File: config.mk
export PLATFORM = sky130hd
export DESIGN_NAME = field_vga_renderer_flat
export DESIGN_NICKNAME = d
export VERILOG_FILES = /design/src/rtl/field_vga_renderer_if.sv /design/src/rtl/field_vga_renderer.sv /design/src/flat_wrapper.sv
export SDC_FILE = /design/constraint.sdc
export NUM_CORES = 1
export LEC_CHECK = 0
export CORE_MARGIN = 5
export CORE_UTILIZATION = 41
export CTS_BUF_LIST = sky130_fd_sc_hd__clkbuf_2
export DETAILED_ROUTE_END_ITERATION = 16
export HOLD_SLACK_MARGIN = 0.02
export SYNTH_ARGS = -nofsm -noshare
export SYNTH_HDL_FRONTEND = slang
export SYNTH_SLANG_ARGS = --single-unit
File: constraint.sdc
create_clock -name clock -period 3.4 [get_ports clock]
set_input_delay 0.68 -clock clock [delete_from_list [all_inputs] [get_ports clock]]
set_output_delay 0.68 -clock clock [all_outputs]
set_load 0.02 [all_outputs]
File: src/rtl/field_vga_renderer_if.sv
// Playfield-to-VGA bus: occupancy grid from the field logic, DAC/sync pins back out.
// The renderer takes the slave side; whoever owns the field and pins takes master.
interface field_vga_renderer_if;
  logic [99:0] fieldIn;
  logic        hsync;
  logic        vsync;
  logic        videoOn;
  logic [3:0]  red;
  logic [3:0]  green;
  logic [3:0]  blue;
  logic        frameStart;

  modport master (
    output fieldIn,
    input  hsync, vsync, videoOn, red, green, blue, frameStart
  );

  modport slave (
    input  fieldIn,
    output hsync, vsync, videoOn, red, green, blue, frameStart
  );
endinterface

File: src/rtl/field_vga_renderer.sv
// Scans a VGA raster and paints the 10x10 playfield as square cells, snapshotting the field in vblank.
// Optional macro GRID_LINES_EN: empty cells show a grey line on their top row and left column.
module field_vga_renderer #(
  parameter int          H_VISIBLE = 640,
  parameter int          H_FRONT   = 16,
  parameter int          H_SYNC    = 96,
  parameter int          H_BACK    = 48,
  parameter int          V_VISIBLE = 480,
  parameter int          V_FRONT   = 10,
  parameter int          V_SYNC    = 2,
  parameter int          V_BACK    = 33,
  parameter int          CELL_LOG2 = 5,
  parameter int          GRID_X0   = 160,
  parameter int          GRID_Y0   = 80,
  parameter logic [11:0] FILL_RGB  = 12'hF80
) (
  input  logic                  clock,
  input  logic                  reset,
  field_vga_renderer_if.slave   vga
);

  localparam int H_TOTAL = H_VISIBLE + H_FRONT + H_SYNC + H_BACK;
  localparam int V_TOTAL = V_VISIBLE + V_FRONT + V_SYNC + V_BACK;
  localparam int HW      = $clog2(H_TOTAL);
  localparam int VW      = $clog2(V_TOTAL);
  localparam int GRID_W  = 10 << CELL_LOG2;

  localparam logic [HW-1:0] H_LAST   = HW'(H_TOTAL - 1);
  localparam logic [HW-1:0] H_VIS    = HW'(H_VISIBLE);
  localparam logic [HW-1:0] HS_BEG   = HW'(H_VISIBLE + H_FRONT);
  localparam logic [HW-1:0] HS_END   = HW'(H_VISIBLE + H_FRONT + H_SYNC - 1);
  localparam logic [HW-1:0] GX_LO    = HW'(GRID_X0);
  localparam logic [HW-1:0] GX_HI    = HW'(GRID_X0 + GRID_W);
  localparam logic [HW-1:0] GX_RING  = HW'(GRID_X0 - 1);
  localparam logic [VW-1:0] V_LAST   = VW'(V_TOTAL - 1);
  localparam logic [VW-1:0] V_VIS    = VW'(V_VISIBLE);
  localparam logic [VW-1:0] VS_BEG   = VW'(V_VISIBLE + V_FRONT);
  localparam logic [VW-1:0] VS_END   = VW'(V_VISIBLE + V_FRONT + V_SYNC - 1);
  localparam logic [VW-1:0] GY_LO    = VW'(GRID_Y0);
  localparam logic [VW-1:0] GY_HI    = VW'(GRID_Y0 + GRID_W);
  localparam logic [VW-1:0] GY_RING  = VW'(GRID_Y0 - 1);

  function automatic logic [11:0] pixel_colour(
    input logic vis,
    input logic in_grid,
    input logic occupied,
    input logic grid_line,
    input logic border
  );
    if (!vis)                        return 12'h000;
    else if (in_grid && occupied)    return FILL_RGB;
    else if (in_grid && grid_line)   return 12'h444;
    else if (border)                 return 12'hFFF;
    else                             return 12'h000;
  endfunction

  // ---- S0: raster counters and field snapshot
  logic [HW-1:0] hcnt_q, hcnt_d;
  logic [VW-1:0] vcnt_q, vcnt_d;
  logic [99:0]   snap_q, snap_d;

  always_comb begin
    hcnt_d = (hcnt_q == H_LAST) ? '0 : hcnt_q + HW'(1);
    vcnt_d = vcnt_q;
    if (hcnt_q == H_LAST) vcnt_d = (vcnt_q == V_LAST) ? '0 : vcnt_q + VW'(1);
    snap_d = (hcnt_q == '0 && vcnt_q == V_VIS) ? vga.fieldIn : snap_q;
  end

  always_ff @(posedge clock) begin
    if (reset) begin
      hcnt_q <= '0;
      vcnt_q <= '0;
      snap_q <= '0;
    end else begin
      hcnt_q <= hcnt_d;
      vcnt_q <= vcnt_d;
      snap_q <= snap_d;
    end
  end

  // ---- S1: region classification and cell coordinates
  logic          in_grid_p1_d, in_grid_p1_q;
  logic          border_p1_d,  border_p1_q;
  logic          vld_p1_d,     vld_p1_q;
  logic          hs_p1_d,      hs_p1_q;
  logic          vs_p1_d,      vs_p1_q;
  logic          first_p1_d,   first_p1_q;
  logic [3:0]    col_p1_d,     col_p1_q;
  logic [3:0]    row_p1_d,     row_p1_q;
  logic [HW-1:0] dx_p0;
  logic [VW-1:0] dy_p0;
  logic          ring_x_p0, ring_y_p0;

  always_comb begin
    in_grid_p1_d = (hcnt_q >= GX_LO) && (hcnt_q < GX_HI) &&
                   (vcnt_q >= GY_LO) && (vcnt_q < GY_HI);
    ring_x_p0    = (hcnt_q >= GX_RING) && (hcnt_q <= GX_HI);
    ring_y_p0    = (vcnt_q >= GY_RING) && (vcnt_q <= GY_HI);
    border_p1_d  = ring_x_p0 && ring_y_p0 && !in_grid_p1_d;
    // Offsets are forced to zero off-grid so the subtraction never wraps.
    dx_p0        = in_grid_p1_d ? hcnt_q - GX_LO : '0;
    dy_p0        = in_grid_p1_d ? vcnt_q - GY_LO : '0;
    col_p1_d     = 4'(dx_p0 >> CELL_LOG2);
    row_p1_d     = 4'(dy_p0 >> CELL_LOG2);
    vld_p1_d     = (hcnt_q < H_VIS) && (vcnt_q < V_VIS);
    hs_p1_d      = !((hcnt_q >= HS_BEG) && (hcnt_q <= HS_END));
    vs_p1_d      = !((vcnt_q >= VS_BEG) && (vcnt_q <= VS_END));
    first_p1_d   = (hcnt_q == '0) && (vcnt_q == '0);
  end

`ifdef GRID_LINES_EN
  localparam logic [HW-1:0] X_MASK = HW'((1 << CELL_LOG2) - 1);
  localparam logic [VW-1:0] Y_MASK = VW'((1 << CELL_LOG2) - 1);
  logic line_p1_d, line_p1_q;

  assign line_p1_d = in_grid_p1_d &&
                     (((dx_p0 & X_MASK) == '0) || ((dy_p0 & Y_MASK) == '0));

  always_ff @(posedge clock) begin
    if (reset) line_p1_q <= 1'b0;
    else       line_p1_q <= line_p1_d;
  end
`endif

  always_ff @(posedge clock) begin
    if (reset) begin
      in_grid_p1_q <= 1'b0;
      border_p1_q  <= 1'b0;
      vld_p1_q     <= 1'b0;
      hs_p1_q      <= 1'b1;
      vs_p1_q      <= 1'b1;
      first_p1_q   <= 1'b0;
      col_p1_q     <= '0;
      row_p1_q     <= '0;
    end else begin
      in_grid_p1_q <= in_grid_p1_d;
      border_p1_q  <= border_p1_d;
      vld_p1_q     <= vld_p1_d;
      hs_p1_q      <= hs_p1_d;
      vs_p1_q      <= vs_p1_d;
      first_p1_q   <= first_p1_d;
      col_p1_q     <= col_p1_d;
      row_p1_q     <= row_p1_d;
    end
  end

  // ---- S2: cell lookup, colour and aligned pin outputs
  logic [6:0]  idx_p1;
  logic        grid_line_p1;
  logic [11:0] rgb_p2_d, rgb_p2_q;
  logic        hs_p2_q, vs_p2_q, vld_p2_q, fs_p2_q;

  always_comb begin
    idx_p1 = 7'(row_p1_q) * 7'd10 + 7'(col_p1_q);
`ifdef GRID_LINES_EN
    grid_line_p1 = line_p1_q;
`else
    grid_line_p1 = 1'b0;
`endif
    rgb_p2_d = pixel_colour(vld_p1_q, in_grid_p1_q, snap_q[idx_p1], grid_line_p1, border_p1_q);
  end

  always_ff @(posedge clock) begin
    if (reset) begin
      rgb_p2_q <= '0;
      hs_p2_q  <= 1'b1;
      vs_p2_q  <= 1'b1;
      vld_p2_q <= 1'b0;
      fs_p2_q  <= 1'b0;
    end else begin
      rgb_p2_q <= rgb_p2_d;
      hs_p2_q  <= hs_p1_q;
      vs_p2_q  <= vs_p1_q;
      vld_p2_q <= vld_p1_q;
      fs_p2_q  <= first_p1_q;
    end
  end

  assign vga.red        = rgb_p2_q[11:8];
  assign vga.green      = rgb_p2_q[7:4];
  assign vga.blue       = rgb_p2_q[3:0];
  assign vga.hsync      = hs_p2_q;
  assign vga.vsync      = vs_p2_q;
  assign vga.videoOn    = vld_p2_q;
  assign vga.frameStart = fs_p2_q;

endmodule

File: src/flat_wrapper.sv
// flat-port wrapper written by rule: the top's interface ports become plain ports
module field_vga_renderer_flat 
#(
  parameter int          H_VISIBLE = 640,
  parameter int          H_FRONT   = 16,
  parameter int          H_SYNC    = 96,
  parameter int          H_BACK    = 48,
  parameter int          V_VISIBLE = 480,
  parameter int          V_FRONT   = 10,
  parameter int          V_SYNC    = 2,
  parameter int          V_BACK    = 33,
  parameter int          CELL_LOG2 = 5,
  parameter int          GRID_X0   = 160,
  parameter int          GRID_Y0   = 80,
  parameter logic [11:0] FILL_RGB  = 12'hF80
)
  (clock, reset, vga_fieldIn, vga_hsync, vga_vsync, vga_videoOn, vga_red, vga_green, vga_blue, vga_frameStart);
  field_vga_renderer_if vga_i ();
  input  logic clock;
  input  logic reset;
  input wire logic [$bits(vga_i.fieldIn)-1:0] vga_fieldIn;
  output wire logic [$bits(vga_i.hsync)-1:0] vga_hsync;
  output wire logic [$bits(vga_i.vsync)-1:0] vga_vsync;
  output wire logic [$bits(vga_i.videoOn)-1:0] vga_videoOn;
  output wire logic [$bits(vga_i.red)-1:0] vga_red;
  output wire logic [$bits(vga_i.green)-1:0] vga_green;
  output wire logic [$bits(vga_i.blue)-1:0] vga_blue;
  output wire logic [$bits(vga_i.frameStart)-1:0] vga_frameStart;
  assign vga_i.fieldIn = vga_fieldIn;
  assign vga_hsync = vga_i.hsync;
  assign vga_vsync = vga_i.vsync;
  assign vga_videoOn = vga_i.videoOn;
  assign vga_red = vga_i.red;
  assign vga_green = vga_i.green;
  assign vga_blue = vga_i.blue;
  assign vga_frameStart = vga_i.frameStart;
  field_vga_renderer #(.H_VISIBLE(H_VISIBLE), .H_FRONT(H_FRONT), .H_SYNC(H_SYNC), .H_BACK(H_BACK), .V_VISIBLE(V_VISIBLE), .V_FRONT(V_FRONT), .V_SYNC(V_SYNC), .V_BACK(V_BACK), .CELL_LOG2(CELL_LOG2), .GRID_X0(GRID_X0), .GRID_Y0(GRID_Y0), .FILL_RGB(FILL_RGB)) u_core (.clock(clock), .reset(reset), .vga(vga_i));
endmodule
**After elaboration in Yosys (flattened, before gate mapping)**

Index checks and enable logic that the tools add are counted.

- $add $sub $neg: 5
- Multipliers: 1
- Div/mod/pow operators: 0
- Magnitude comparators: 15
- Equal/unequal tests: 3
- Shift operators: 0
- Multiplexer cells: 5
- Bitwise gates (word level): 2
- Reduce and logical (&&, ||, !) cells: 22

Operators with widths:

| kind | number |
|---|---|
| $le A10 B9 Y1 const B | 3 |
| $lt A10 B9 Y1 const B | 3 |
| $mux W12 | 2 |
| $add A10 B1 Y10 const B | 2 |
| $eq A10 B10 Y1 const B | 2 |
| $ge A10 B7 Y1 const B | 2 |
| $ge A10 B8 Y1 const B | 2 |
| $logic_not A10 Y1 | 2 |
| $logic_and A1 B1 Y1 | 13 |
| $eq A10 B9 Y1 const B | 1 |
| $ge A10 B10 Y1 const B | 1 |
| $ge A10 B9 Y1 const B | 1 |
| $le A10 B10 Y1 const B | 1 |
| $lt A10 B10 Y1 const B | 1 |
| $mux W10 | 1 |
| $sub A9 B7 Y9 const B | 1 |
| $sub A9 B8 Y9 const B | 1 |
| $lt A7 B8 Y1 const B | 1 |
| $add A7 B4 Y7 | 1 |
| $bmux W1 S7 | 1 |
| $mul A4 B3 Y6 const B | 1 |
| $reduce_or A2 Y1 | 3 |
| $logic_not A1 Y1 | 3 |
| $reduce_or A3 Y1 | 1 |
| other kinds (2) | 3 |

- Bits in registers: 150
- Latch bits: 0
- Memory bits (writable): 0
- Memory bits (read-only): 0
- Input bits: 102
- Output and inout bits: 16
- Word-level logic and storage cells: 70
- Memories: 0

**Logic depth before layout (Yosys ltp)**

Gate-level depths: netlist of the first run.

- Word-level depth: 6
- Mapped depth: 9
- Depth with buffers taken out: 9

**Worst setup path before layout of the first run**

Ideal clock, no wire load.

- Path type: reg-to-reg
- Start point: reg u_core.row_p1_q[0]
- End point: reg u_core.rgb_p2_q[10]
- Library setup time: 0.120 ns
- Arrival: 2.451 ns
- Data required time: 3.280 ns
- Slack: 0.830 ns
- Cell stages (with the launch flop): 8
- Path buffers: 0
- Period minus slack after synthesis: 2.570 ns
- Path through: dfxtp_1 > ha_1 > fa_1 > xor2_1 > mux4_2 > nor2b_1 > a211oi_2 > o31a_1

- Cells in the longest elaborated chain, start to end: 6

Ends and longest elaborated chain:

| element | RTL line | source |
|---|---|---|
| start: declaration | field_vga_renderer.sv:89 | `logic [3:0] row_p1_d, row_p1_q;` |
| start signal: assignment | field_vga_renderer.sv:143 | `row_p1_q <= row_p1_d;` |
| $mul A4 B3 Y6 | field_vga_renderer.sv:154 | `idx_p1 = 7'(row_p1_q) * 7'd10 + 7'(col_p1_q);` |
| $add A7 B4 Y7 | field_vga_renderer.sv:154 |  |
| $bmux W1 S7 | field_vga_renderer.sv:160 | `rgb_p2_d = pixel_colour(vld_p1_q, in_grid_p1_q, snap_q[idx_p1], grid_line_p1, border_p1_q);` |
| $mux W1 (implied by the code) | field_vga_renderer.sv:160 |  |
| $logic_and A1 B1 Y1 | field_vga_renderer.sv:51 | `else if (in_grid && occupied) return FILL_RGB;` |
| $mux W12 | field_vga_renderer.sv:51 |  |
| end signal: assignment | field_vga_renderer.sv:171 | `rgb_p2_q <= rgb_p2_d;` |
| end: declaration | field_vga_renderer.sv:150 | `logic [11:0] rgb_p2_d, rgb_p2_q;` |

Every way passes these cells. The select of a mux whose other input is x is not followed.
A chain may end at the register's enable or synchronous reset.

**Final worst setup path of the first run**

Same ends and word-level chain as after synthesis.

==> results of run 1 <==
## kinds of logic after synthesis
group / count (synthesis) / synth area share, %
AOI/OAI and AO/OA: 142 / 12.28
xor gates and xnor gates: 23 / 3.119
adders and majority gates: 20 / 4.107
buffers and inverters: 73 / 5.870
DFF: 140 / 43.39
muxes: 31 / 10.87
and+or+nand+nor: 312 / 20.36
## cells in the mapped netlist, types with 2 or more instances
| cell | number | share of area [%] |
|---|---|---|
| a311o_1 | 3 | 0.46 |
| dfxtp_1 | 140 | 43 |
| nor3_1 | 8 | 0.62 |
| clkbuf_8 | 2 | 0.43 |
| o21ai_0 | 10 | 0.77 |
| buf_2 | 13 | 1.0 |
| buf_4 | 10 | 1.2 |
| inv_1 | 14 | 0.81 |
| buf_6 | 2 | 0.35 |
| nor2_1 | 33 | 1.9 |
| nand2_1 | 216 | 13 |
| nor4_1 | 5 | 0.48 |
| or3_1 | 5 | 0.48 |
| o31a_1 | 2 | 0.27 |
| nand4_1 | 7 | 0.68 |
| xnor2_1 | 12 | 1.6 |
| nor3b_1 | 2 | 0.23 |
| ha_1 | 18 | 3.5 |
| a211oi_1 | 3 | 0.35 |
| mux2i_1 | 3 | 0.46 |
| and3_1 | 3 | 0.29 |
| or2_2 | 3 | 0.29 |
| and2_1 | 3 | 0.29 |
| nor2b_1 | 3 | 0.29 |
| xor2_1 | 11 | 1.5 |
| a21boi_0 | 2 | 0.23 |
| o31ai_1 | 2 | 0.23 |
| clkbuf_1 | 31 | 1.8 |
| mux4_1 | 14 | 5.7 |
| a21oi_1 | 110 | 8.5 |
| mux4_2 | 13 | 4.5 |
| o21a_1 | 2 | 0.23 |
| fa_1 | 2 | 0.62 |
| nand3_1 | 18 | 1.4 |
| nand2b_1 | 2 | 0.19 |
## worst reg2reg max path: cells and delay by family, from the launching register on
kind	cells	cell delay, ns
AO/OA/AOI/OAI	3	0.61
adder cells (fa/ha/maj)	2	0.91
flip-flops	1	0.36
multiplexers	2	0.69
AND/OR/NAND/NOR	1	0.05
## metal layers
layer / vias up / GRT usage, % / part of all wire (%)
met4: 0 / 5.991 / 1.7
met3: 22 / 4.495 / 5.4
met5: - / 0 / 0
li1: 2705 / - / -
met1: 2449 / 23.41 / 46
met2: 146 / 28.26 / 47
## stage by stage
stage	util (%)	hold WS [ns]	setup slack (ns)	power [W]
final	52.01	0.4235	0.7074	0.002925
after CTS	51.99	0.3729	0.6843	0.002960
after global routing	52.01	0.3656	0.5484	0.003053
after global placement	50.17	0.3990	0.7297	0.001861
after detailed placement	50.17	0.4024	0.7184	0.001861
after floorplan	-	0.3895	0.8296	0.001724
## sequential cells by signal (all words and copies together), names as in the netlist
name,count
u_core.snap_q,100
u_core.hcnt_q,10
u_core.vcnt_q,10
u_core.col_p1_q,4
u_core.row_p1_q,4
u_core.rgb_p2_q,2
u_core.border_p1_q,1
u_core.first_p1_q,1
u_core.hs_p1_q,1
u_core.in_grid_p1_q,1
u_core.vga.frameStart,1
u_core.vga.hsync,1
u_core.vga.videoOn,1
u_core.vga.vsync,1
u_core.vld_p1_q,1
u_core.vs_p1_q,1
## cell type report
class                      count  area, um^2  share of cell area [%]
clock buffer                  18       90.09                   1.131
antenna                        1       2.502                 0.03142
clock inverter                13       188.9                   2.372
inverter                      14       52.55                  0.6598
sequential                   140        2804                   35.20
multi-input combinational    528        3287                   41.27
tap                          211       264.0                   3.314
timing repair buffer         128        1276                   16.02
## report_power, final
group	switching (W)	leakage [nW]	internal, W
Combinational	0.0000562	1.47	0.000116
Clock	0.000608	0.163	0.000490
Sequential	0.00000437	1.13	0.00165
Total	0.000669	2.76	0.00226
## worst min-delay path by stage
| stage | from | to | slack, ns | depth (start not counted) |
|---|---|---|---|---|
| 5_1_grt | reset | u_core.hcnt_q[2] | 0.37 | 2 |
| 3_3_place_gp | u_core.hs_p1_q | u_core.vga.hsync | 0.40 | 1 |
| 3_5_place_dp | u_core.hs_p1_q | u_core.vga.hsync | 0.40 | 1 |
| 2_1_floorplan | u_core.hs_p1_q | u_core.vga.hsync | 0.39 | 1 |
| 4_1_cts | reset | u_core.hcnt_q[2] | 0.37 | 2 |
| 6_report | reset | u_core.hcnt_q[2] | 0.42 | 2 |
==> metrics.yaml, run 1 <==
detailed_routing:
  vias: 5322
  drt-wirelength-per-cell_um: 14.96
  drc: 0
  ant_nets: 0
  first_pass_iters: 5
  wl_mm: 15.75
  drtIter0Drc: 270
  via_per_inst: 5.054
critical_path:
  arrival_ns: 3.31
  cp_max_fo: 6
  path_cells: "ha_1, fa_1, mux4_2, mux2i_1, nor2_1, o21ai_0, a211oi_2, o31a_1"
  worstSetupPathType: "flip-flop to flip-flop"
  rrSetupSlack_ns: 0.71
  path_buf_inv: 0
  crit_path_start_kind: "flip-flop"
  crit_start: "u_core.row_p1_q[0]"
  cpLargestDelayFamily: "adder cells"
  critPathCapture: "u_core.rgb_p2_q[10]"
  slowest_delay_ns: 0.69
  worst_setup_path_end_kind: "flip-flop"
  cp.required_ns: 4.01
  slowest_stage: "fa_1"
  reg2reg_depth: 8
  reg2reg_from: "u_core.row_p1_q[0]"
  r2r-end: "u_core.rgb_p2_q[10]"
  path_depth: 8
sta:
  tightest_slew_ns: 0.7251
  post-route-period-util_pct: 79.19
  slew_headroom_pct: 51.21
  drv_slew: 0
  finalHoldViolCount: 0
  final.setup_skew_ns: 0.02334
  fmax_mhz: 371.4
  tns_ns: 0
  rsz0062_at_grt: "false"
  finalSetupViolCount: 0
  period_minus_slack_ns: 2.693
global_route:
  grt.overflow.total: 0
  grt_first_pass_wirelength_mm: 26.14
  grt_pass1_vias: 5331
  antenna_found_initial: 1
  grt_use_total_pct: 17.68
  grt_start_max_net_pins: 65
cts:
  htreeDepth: 4
  cts_tree: "built"
  post_cts_buffers: 0
  cts_hold_repair.buffers: 0
  clock_latency_ns: 0.70
  cts.clk_slew.worst_paths_ns: 0.20
  numCtsBuffers: 17
  cts_root_buffer: "clkbuf_2"
  cts_resized: 0
  cts.sinks: 140
  clock_path_buffers: 2
layout:
  nets: 951
  drive_gt1_share_pct: 7.967
  design_area_mm2: 0.007965
  instances_no_fill: 1053
  layout_common_cells: "nand2_1 (215), dfxtp_1 (139), clkdlybuf4s50_1 (116)"
  nFillCells: 1436
  syn_to_final_growth_pct: 23.32
  final_common_cell: "nand2_1"
synth:
  syn_inst: 741
  synth_area_mm2: 0.006459
  synth-edff-count: 0
  seq_area_frac_synth_pct: 43.39
  synthArstFlopShare_pct: 0
  ys.flop_type: "dfxtp_1"
  yosysWarnings: 0
  syn-num-nets: 863
  ys_ff_latch: 140
  synth.avg_cell_area_um2: 8.716
  ys_types: 49
floorplanning:
  fp.dieH_um: 135.5
  initial_core_util_pct: 42.17
  chipWidth_um: 135.5
  core_mm2: 0.01531
  pin_count: 118
  num_rows: 45
  die-area_mm2: 0.01836
outcome:
  status: "complete, no violations"
placed_design:
  place.detailed.hpwl_mm: 11.51
  placed_cell_area_mm2: 0.007684
  routabilityCongestion: 0.8203
  io_buffers: 117
  placed_cells: 1021
min_path:
  min_path_type: "input port to flip-flop"
power_and_ir_drop:
  ir_drop_v: 0.0002140
  p_leak_nw: 2.760
  powerDensity_mw_per_mm2: 367.2
flow_run:
  drv_cap: 0
Note: power is estimated with default switching activity, not from simulation.
==> run 2: changes to the inputs <==
--- a/config.mk
+++ b/config.mk
@@ -10,6 +10,7 @@
 export CTS_BUF_LIST = sky130_fd_sc_hd__clkbuf_2
 export DETAILED_ROUTE_END_ITERATION = 16
 export HOLD_SLACK_MARGIN = 0.02
+export PLACE_DENSITY = 0.67
 export SYNTH_ARGS = -nofsm -noshare
 export SYNTH_HDL_FRONTEND = slang
 export SYNTH_SLANG_ARGS = --single-unit
==> constraint.sdc (replaced) <==
create_clock -name clock -period 2.3 [get_ports clock]
set_input_delay 0.46 -clock clock [delete_from_list [all_inputs] [get_ports clock]]
set_output_delay 0.46 -clock clock [all_outputs]
set_load 0.02 [all_outputs]
==> run 2 against run 1 <==
The run now ends with negative setup slack left. Largest power group unchanged. Combinational power grew 56%. Critical path depth unchanged. Via count is 1.8% higher. Final cell count is 3.2% higher. Flip-flop and latch count is the same. Count of clock-buffer cells in the layout fell by 1.
==> metrics.yaml, run 2 (synthesis gave the netlist of run 1 again) <==
critical_path:
  critPathCapture: "u_core.rgb_p2_q[10]"
  worstSetupPathType: "flip-flop to flip-flop"
  path_buf_inv: 0
  reg2reg_from: "u_core.row_p1_q[0]"
  crit_start: "u_core.row_p1_q[0]"
  path_cells: "ha_4, fa_2, mux4_2, mux2i_1, nor2_1, o21ai_1, a211oi_2, o31a_1"
  path_depth: 8
  slowest_delay_ns: 0.57
  rrSetupSlack_ns: -0.13
  cp.required_ns: 2.89
  cp_max_fo: 3
  worst_setup_path_end_kind: "flip-flop"
  arrival_ns: 3.02
  crit_path_start_kind: "flip-flop"
  r2r-end: "u_core.rgb_p2_q[10]"
  cpLargestDelayFamily: "adder cells"
  slowest_stage: "fa_2"
  reg2reg_depth: 8
global_route:
  grt.overflow.total: 0
  grt_use_total_pct: 17.04
  antenna_found_initial: 1
  grt_first_pass_wirelength_mm: 25.23
  grt_pass1_vias: 5124
  grt_start_max_net_pins: 74
placed_design:
  place.detailed.hpwl_mm: 11.26
  io_buffers: 117
  placed_cells: 1050
  routabilityCongestion: 0.8218
  placed_cell_area_mm2: 0.008005
  pre_cts_ws_ns: -0.1858
floorplanning:
  chipWidth_um: 135.5
  initial_core_util_pct: 42.17
  die-area_mm2: 0.01836
  core_mm2: 0.01531
  num_rows: 45
  pin_count: 118
  fp.dieH_um: 135.5
layout:
  largest_reg_flops: 100
  reg_top3: "u_core.snap_q (100), u_core.hcnt_q (10), u_core.vcnt_q (10)"
  nets: 984
  design_area_mm2: 0.008409
  layout_common_cells: "nand2_1 (214), dfxtp_1 (133), a21oi_1 (109)"
  instances_no_fill: 1087
  regMostFlops: "u_core.snap_q"
  final_common_cell: "nand2_1"
  nFillCells: 1447
  fin_util_pct: 54.91
  drive_gt1_share_pct: 13.49
  syn_to_final_growth_pct: 30.20
sta:
  tightest_slew_ns: 0.5298
  finalHoldViolCount: 0
  drv_slew: 0
  finalSetupViolCount: 2
  rsz0062_at_grt: "true"
  post-route-period-util_pct: 105.8
  period_minus_slack_ns: 2.434
  hold_slack_ns: 0.3002
  worst_slack_ns: -0.1343
  slew_headroom_pct: 64.68
  fmax_mhz: 410.8
  final.setup_skew_ns: 0.02882
power_and_ir_drop:
  powerDensity_mw_per_mm2: 494.2
  p_leak_nw: 3.084
  ir_drop_v: 0.0002657
detailed_routing:
  first_pass_iters: 4
  ant_nets: 0
  drtIter0Drc: 284
  wl_mm: 15.96
  vias: 5419
  drt-wirelength-per-cell_um: 14.68
  via_per_inst: 4.985
  drc: 0
cts:
  clock_path_buffers: 2
  htreeDepth: 4
  cts.sinks: 140
  cts.clk_slew.worst_paths_ns: 0.20
  cts_root_buffer: "clkbuf_2"
  clock_latency_ns: 0.68
  cts_tree: "built"
  numCtsBuffers: 17
min_path:
  whs_path_depth: 3
  min_path_type: "input port to flip-flop"
outcome:
  violations: "negative setup slack"
  status: "finished, violations left"
flow_run:
  drv_cap: 0
==> run 2: changes by cell type in the layout (fill, tap and decap cells not counted), moves of 5 or more <==
cell	change
dfxtp_1	-6
ha_4	+5
buf_4	+26
ha_1	-5
clkdlybuf4s50_1	-12
dfxtp_2	+5
dlymetal6s2s_1	+7
dlygate4sd2_1	+5
==> run 2: worst min path at each step <==
stage	from	endpoint	slack [ns]
6_report	vga_fieldIn[21]	u_core.snap_q[21]	0.30
5_1_grt	vga_fieldIn[65]	u_core.snap_q[65]	0.21
4_1_cts	vga_fieldIn[21]	u_core.snap_q[21]	0.23
3_5_place_dp	u_core.vs_p1_q	u_core.vga.vsync	0.40
3_3_place_gp	u_core.vs_p1_q	u_core.vga.vsync	0.40
2_1_floorplan	u_core.hs_p1_q	u_core.vga.hsync	0.39
==> run 2: what timing repair did <==
item                                   4_1_cts  5_1_grt
cloned                                       0        1
setup endpoints to repair                   14      113
buffers inserted                             1        1
resized for setup                           11       21
pin swaps                                    4        3
hold buffers                                 1        0
endpoints found under the hold margin        3        0
==> run 2: final cells by class <==
class                           instances  area, um^2  share of cell area, %
Multi-Input combinational cell        528        3423                  40.71
Sequential cell                       140        2814                  33.46
Timing Repair Buffer                  161        1613                  19.18
Tap cell                              211       264.0                  3.139
Clock inverter                         15       155.1                  1.845
Clock buffer                           17       85.08                  1.012
Inverter                               14       52.55                 0.6249
Antenna cell                            1       2.502                0.02976
==> run 2: power breakdown <==
part           internal, W  switching [W]
logic             0.000180      0.0000876
clock network     0.000581       0.000864
registers          0.00244     0.00000535
==> run 2: routing by layer <==
| layer | wire [um] | up-vias | track usage, % |
|---|---|---|---|
| met5 | 0 | - | 0 |
| met3 | 893 | 10 | 4.829 |
| li1 | - | 2770 | - |
| met2 | 7315 | 116 | 26.77 |
| met4 | 134 | 0 | 3.751 |
| met1 | 7611 | 2523 | 23.44 |
==> run 2: per-stage QoR <==
| step | TNS (ns) | power [W] |
|---|---|---|
| detailed placement | -0.2891 | 0.002754 |
| CTS | -0.2602 | 0.004197 |
| global placement | -0.2257 | 0.002756 |
| finish | -0.2084 | 0.004156 |
| global route | -0.3779 | 0.004344 |
| floorplan | -0.03870 | 0.002548 |
==> run 2: worst min-delay path, cell delays in order <==
cell and delay (ns):
clkdlybuf4s50_1 0.39, nand2_1 0.06, a21oi_1 0.05
==> run 3: changes to the inputs <==
--- a/config.mk
+++ b/config.mk
@@ -10,7 +10,7 @@
 export CTS_BUF_LIST = sky130_fd_sc_hd__clkbuf_2
 export DETAILED_ROUTE_END_ITERATION = 16
 export HOLD_SLACK_MARGIN = 0.02
-export PLACE_DENSITY = 0.67
+export PLACE_DENSITY = 0.7
 export SYNTH_ARGS = -nofsm -noshare
 export SYNTH_HDL_FRONTEND = slang
 export SYNTH_SLANG_ARGS = --single-unit
==> run 3 against run 2 <==
Critical path depth did not move. Combinational power fell by 2%. Total power fell by 1.1%. The flow still finishes with violations (negative setup slack). Count of clock-buffer cells in the layout rose by 4. Fmax fell by 0.91%. Core utilization rose by 0.91 points.
==> metrics.yaml, run 3 (synthesis gave the netlist of run 1 again) <==
cts:
  cts_tree: "built"
  clock_latency_ns: 0.69
  numCtsBuffers: 17
  htreeDepth: 4
  clock_path_buffers: 2
  cts_root_buffer: "clkbuf_2"
  cts.sinks: 140
  cts.clk_slew.worst_paths_ns: 0.23
floorplanning:
  pin_count: 118
  chipWidth_um: 135.5
  die-area_mm2: 0.01836
  initial_core_util_pct: 42.17
  core_mm2: 0.01531
  fp.dieH_um: 135.5
  num_rows: 45
detailed_routing:
  first_pass_iters: 5
  wl_mm: 16.99
  drt-wirelength-per-cell_um: 15.56
  drtIter0Drc: 336
  via_per_inst: 5.070
  vias: 5536
  ant_nets: 0
  drc: 0
flow_run:
  drv_cap: 0
global_route:
  grt_start_max_net_pins: 102
  grt_use_total_pct: 17.96
  grt_pass1_vias: 5357
  antenna_found_initial: 1
  grt_first_pass_wirelength_mm: 26.39
  grt.overflow.total: 0
sta:
  fmax_mhz: 407.1
  worst_slack_ns: -0.1566
  tightest_slew_ns: 0.4903
  final.setup_skew_ns: 0.04530
  period_minus_slack_ns: 2.457
  slew_headroom_pct: 67.31
  finalSetupViolCount: 2
  finalHoldViolCount: 0
  drv_slew: 0
  tns_ns: -0.2425
  rsz0062_at_grt: "true"
  post-route-period-util_pct: 106.8
layout:
  final_common_cell: "nand2_1"
  reg_top3: "u_core.snap_q (100), u_core.hcnt_q (10), u_core.vcnt_q (10)"
  layout_common_cells: "nand2_1 (215), dfxtp_1 (135), a21oi_1 (109)"
  largest_reg_flops: 100
  regMostFlops: "u_core.snap_q"
  nFillCells: 1389
  syn_to_final_growth_pct: 32.35
  drive_gt1_share_pct: 14.09
  nets: 989
  design_area_mm2: 0.008548
critical_path:
  cp.required_ns: 2.87
  reg2reg_from: "u_core.row_p1_q[0]"
  reg2reg_depth: 8
  rrSetupSlack_ns: -0.16
  path_cells: "ha_4, fa_2, mux4_2, mux2i_1, nor2_1, o21ai_1, a211oi_2, o31a_1"
  slowest_delay_ns: 0.60
  crit_path_start_kind: "flip-flop"
  arrival_ns: 3.02
  r2r-end: "u_core.rgb_p2_q[10]"
  crit_start: "u_core.row_p1_q[0]"
  critPathCapture: "u_core.rgb_p2_q[10]"
  worstSetupPathType: "flip-flop to flip-flop"
  worst_setup_path_end_kind: "flip-flop"
  cp_max_fo: 4
  slowest_stage: "fa_2"
outcome:
  status: "finished, violations left"
  violations: "negative setup slack"
power_and_ir_drop:
  ir_drop_v: 0.0004093
  p_leak_nw: 3.087
  combPwrFrac_pct: 6.4
  powerDensity_mw_per_mm2: 480.6
  intPower_w: 0.003125
  power_frac_seq_pct: 59.5
  p_switching_w: 0.0009836
  p_sw_share_pct: 23.94
  pwr-share-clk_pct: 34.1
placed_design:
  place.detailed.hpwl_mm: 11.30
  placed_cell_area_mm2: 0.007973
  io_buffers: 117
  routabilityCongestion: 0.8237
min_path:
  min_path_type: "input port to flip-flop"
## run 3: cell types whose count changed in the layout (fill, tap and decap cells not counted), moves of 3 or more
cell            previous run  this run
buf_4                     36        32
clkbuf_16                  1         5
clkbuf_2                  17        21
clkinv_1                   5         1
dlygate4sd2_1              5         9
dlymetal6s2s_1             7         3
buf_12                     6         9
## run 3: worst max-delay path: cells and delay by family (launching register included)
kind,cells,cell delay (ns)
compound gates,3,0.53
fa+ha+maj,2,0.76
flops,1,0.37
mux,2,0.67
simple gates,1,0.06
## run 3: cell type report
cell class	instances	area (um^2)	share of cell area, %
multi-input combinational	528	3412	39.92
timing repair buffer	166	1779	20.81
clock inverter	11	121.4	1.420
clock buffer	21	105.1	1.230
antenna	1	2.502	0.02927
inverter	14	52.55	0.6148
sequential	140	2811	32.89
tap	211	264.0	3.088
## run 3: power by group through the flow
| stage | registers (W) | clock network [W] | logic, W |
|---|---|---|---|
| floorplan | 0.00250 | 0 | 0.0000521 |
| global placement | 0.00249 | 0 | 0.000260 |
| detailed placement | 0.00249 | 0 | 0.000259 |
| CTS | 0.00244 | 0.00142 | 0.000265 |
| global route | 0.00245 | 0.00155 | 0.000283 |
| finish | 0.00245 | 0.00140 | 0.000263 |
## run 3: how the worst min path moves through the flow
stage / from / end / slack [ns] / depth (start not counted)
2_1_floorplan: u_core.hs_p1_q / u_core.vga.hsync / 0.39 / 1
3_5_place_dp: u_core.hs_p1_q / u_core.vga.hsync / 0.40 / 1
4_1_cts: vga_fieldIn[24] / u_core.snap_q[24] / 0.21 / 3
6_report: vga_fieldIn[17] / u_core.snap_q[17] / 0.29 / 3
5_1_grt: vga_fieldIn[43] / u_core.snap_q[43] / 0.17 / 3
3_3_place_gp: u_core.hs_p1_q / u_core.vga.hsync / 0.39 / 1
## run 3: routing by layer
layer  GRT usage [%]  vias to the layer above  wire length (um)
met5               0                        -                 0
met4           4.591                        0               165
met3           4.458                       12              1118
met2           28.21                      160              7876
met1           24.87                     2584              7830
li1                -                     2780                 -
## run 3: timing repair
action	4_1_cts	5_1_grt
setup endpoints to repair	26	94
hold buffers	1	0
cloned	2	5
gates resized for setup	23	7
pin swaps	10	1
buffers inserted	1	6
endpoints found under the hold margin	4	0
## run 3: per-stage QoR
stage / util, % / setup WS, ns / hold WS, ns / total power [W] / cells
4_1_cts: 54.38 / -0.1605 / 0.2135 / 0.004134 / 1080
3_3_place_gp: 52.06 / -0.1390 / 0.3937 / 0.002755 / 1044
2_1_floorplan: - / -0.03870 / 0.3895 / 0.002548 / 741
5_1_grt: 55.82 / -0.2589 / 0.1724 / 0.004287 / 1092
3_5_place_dp: 52.06 / -0.2051 / 0.4016 / 0.002754 / 1044
6_report: 55.82 / -0.1566 / 0.2887 / 0.004109 / 1092
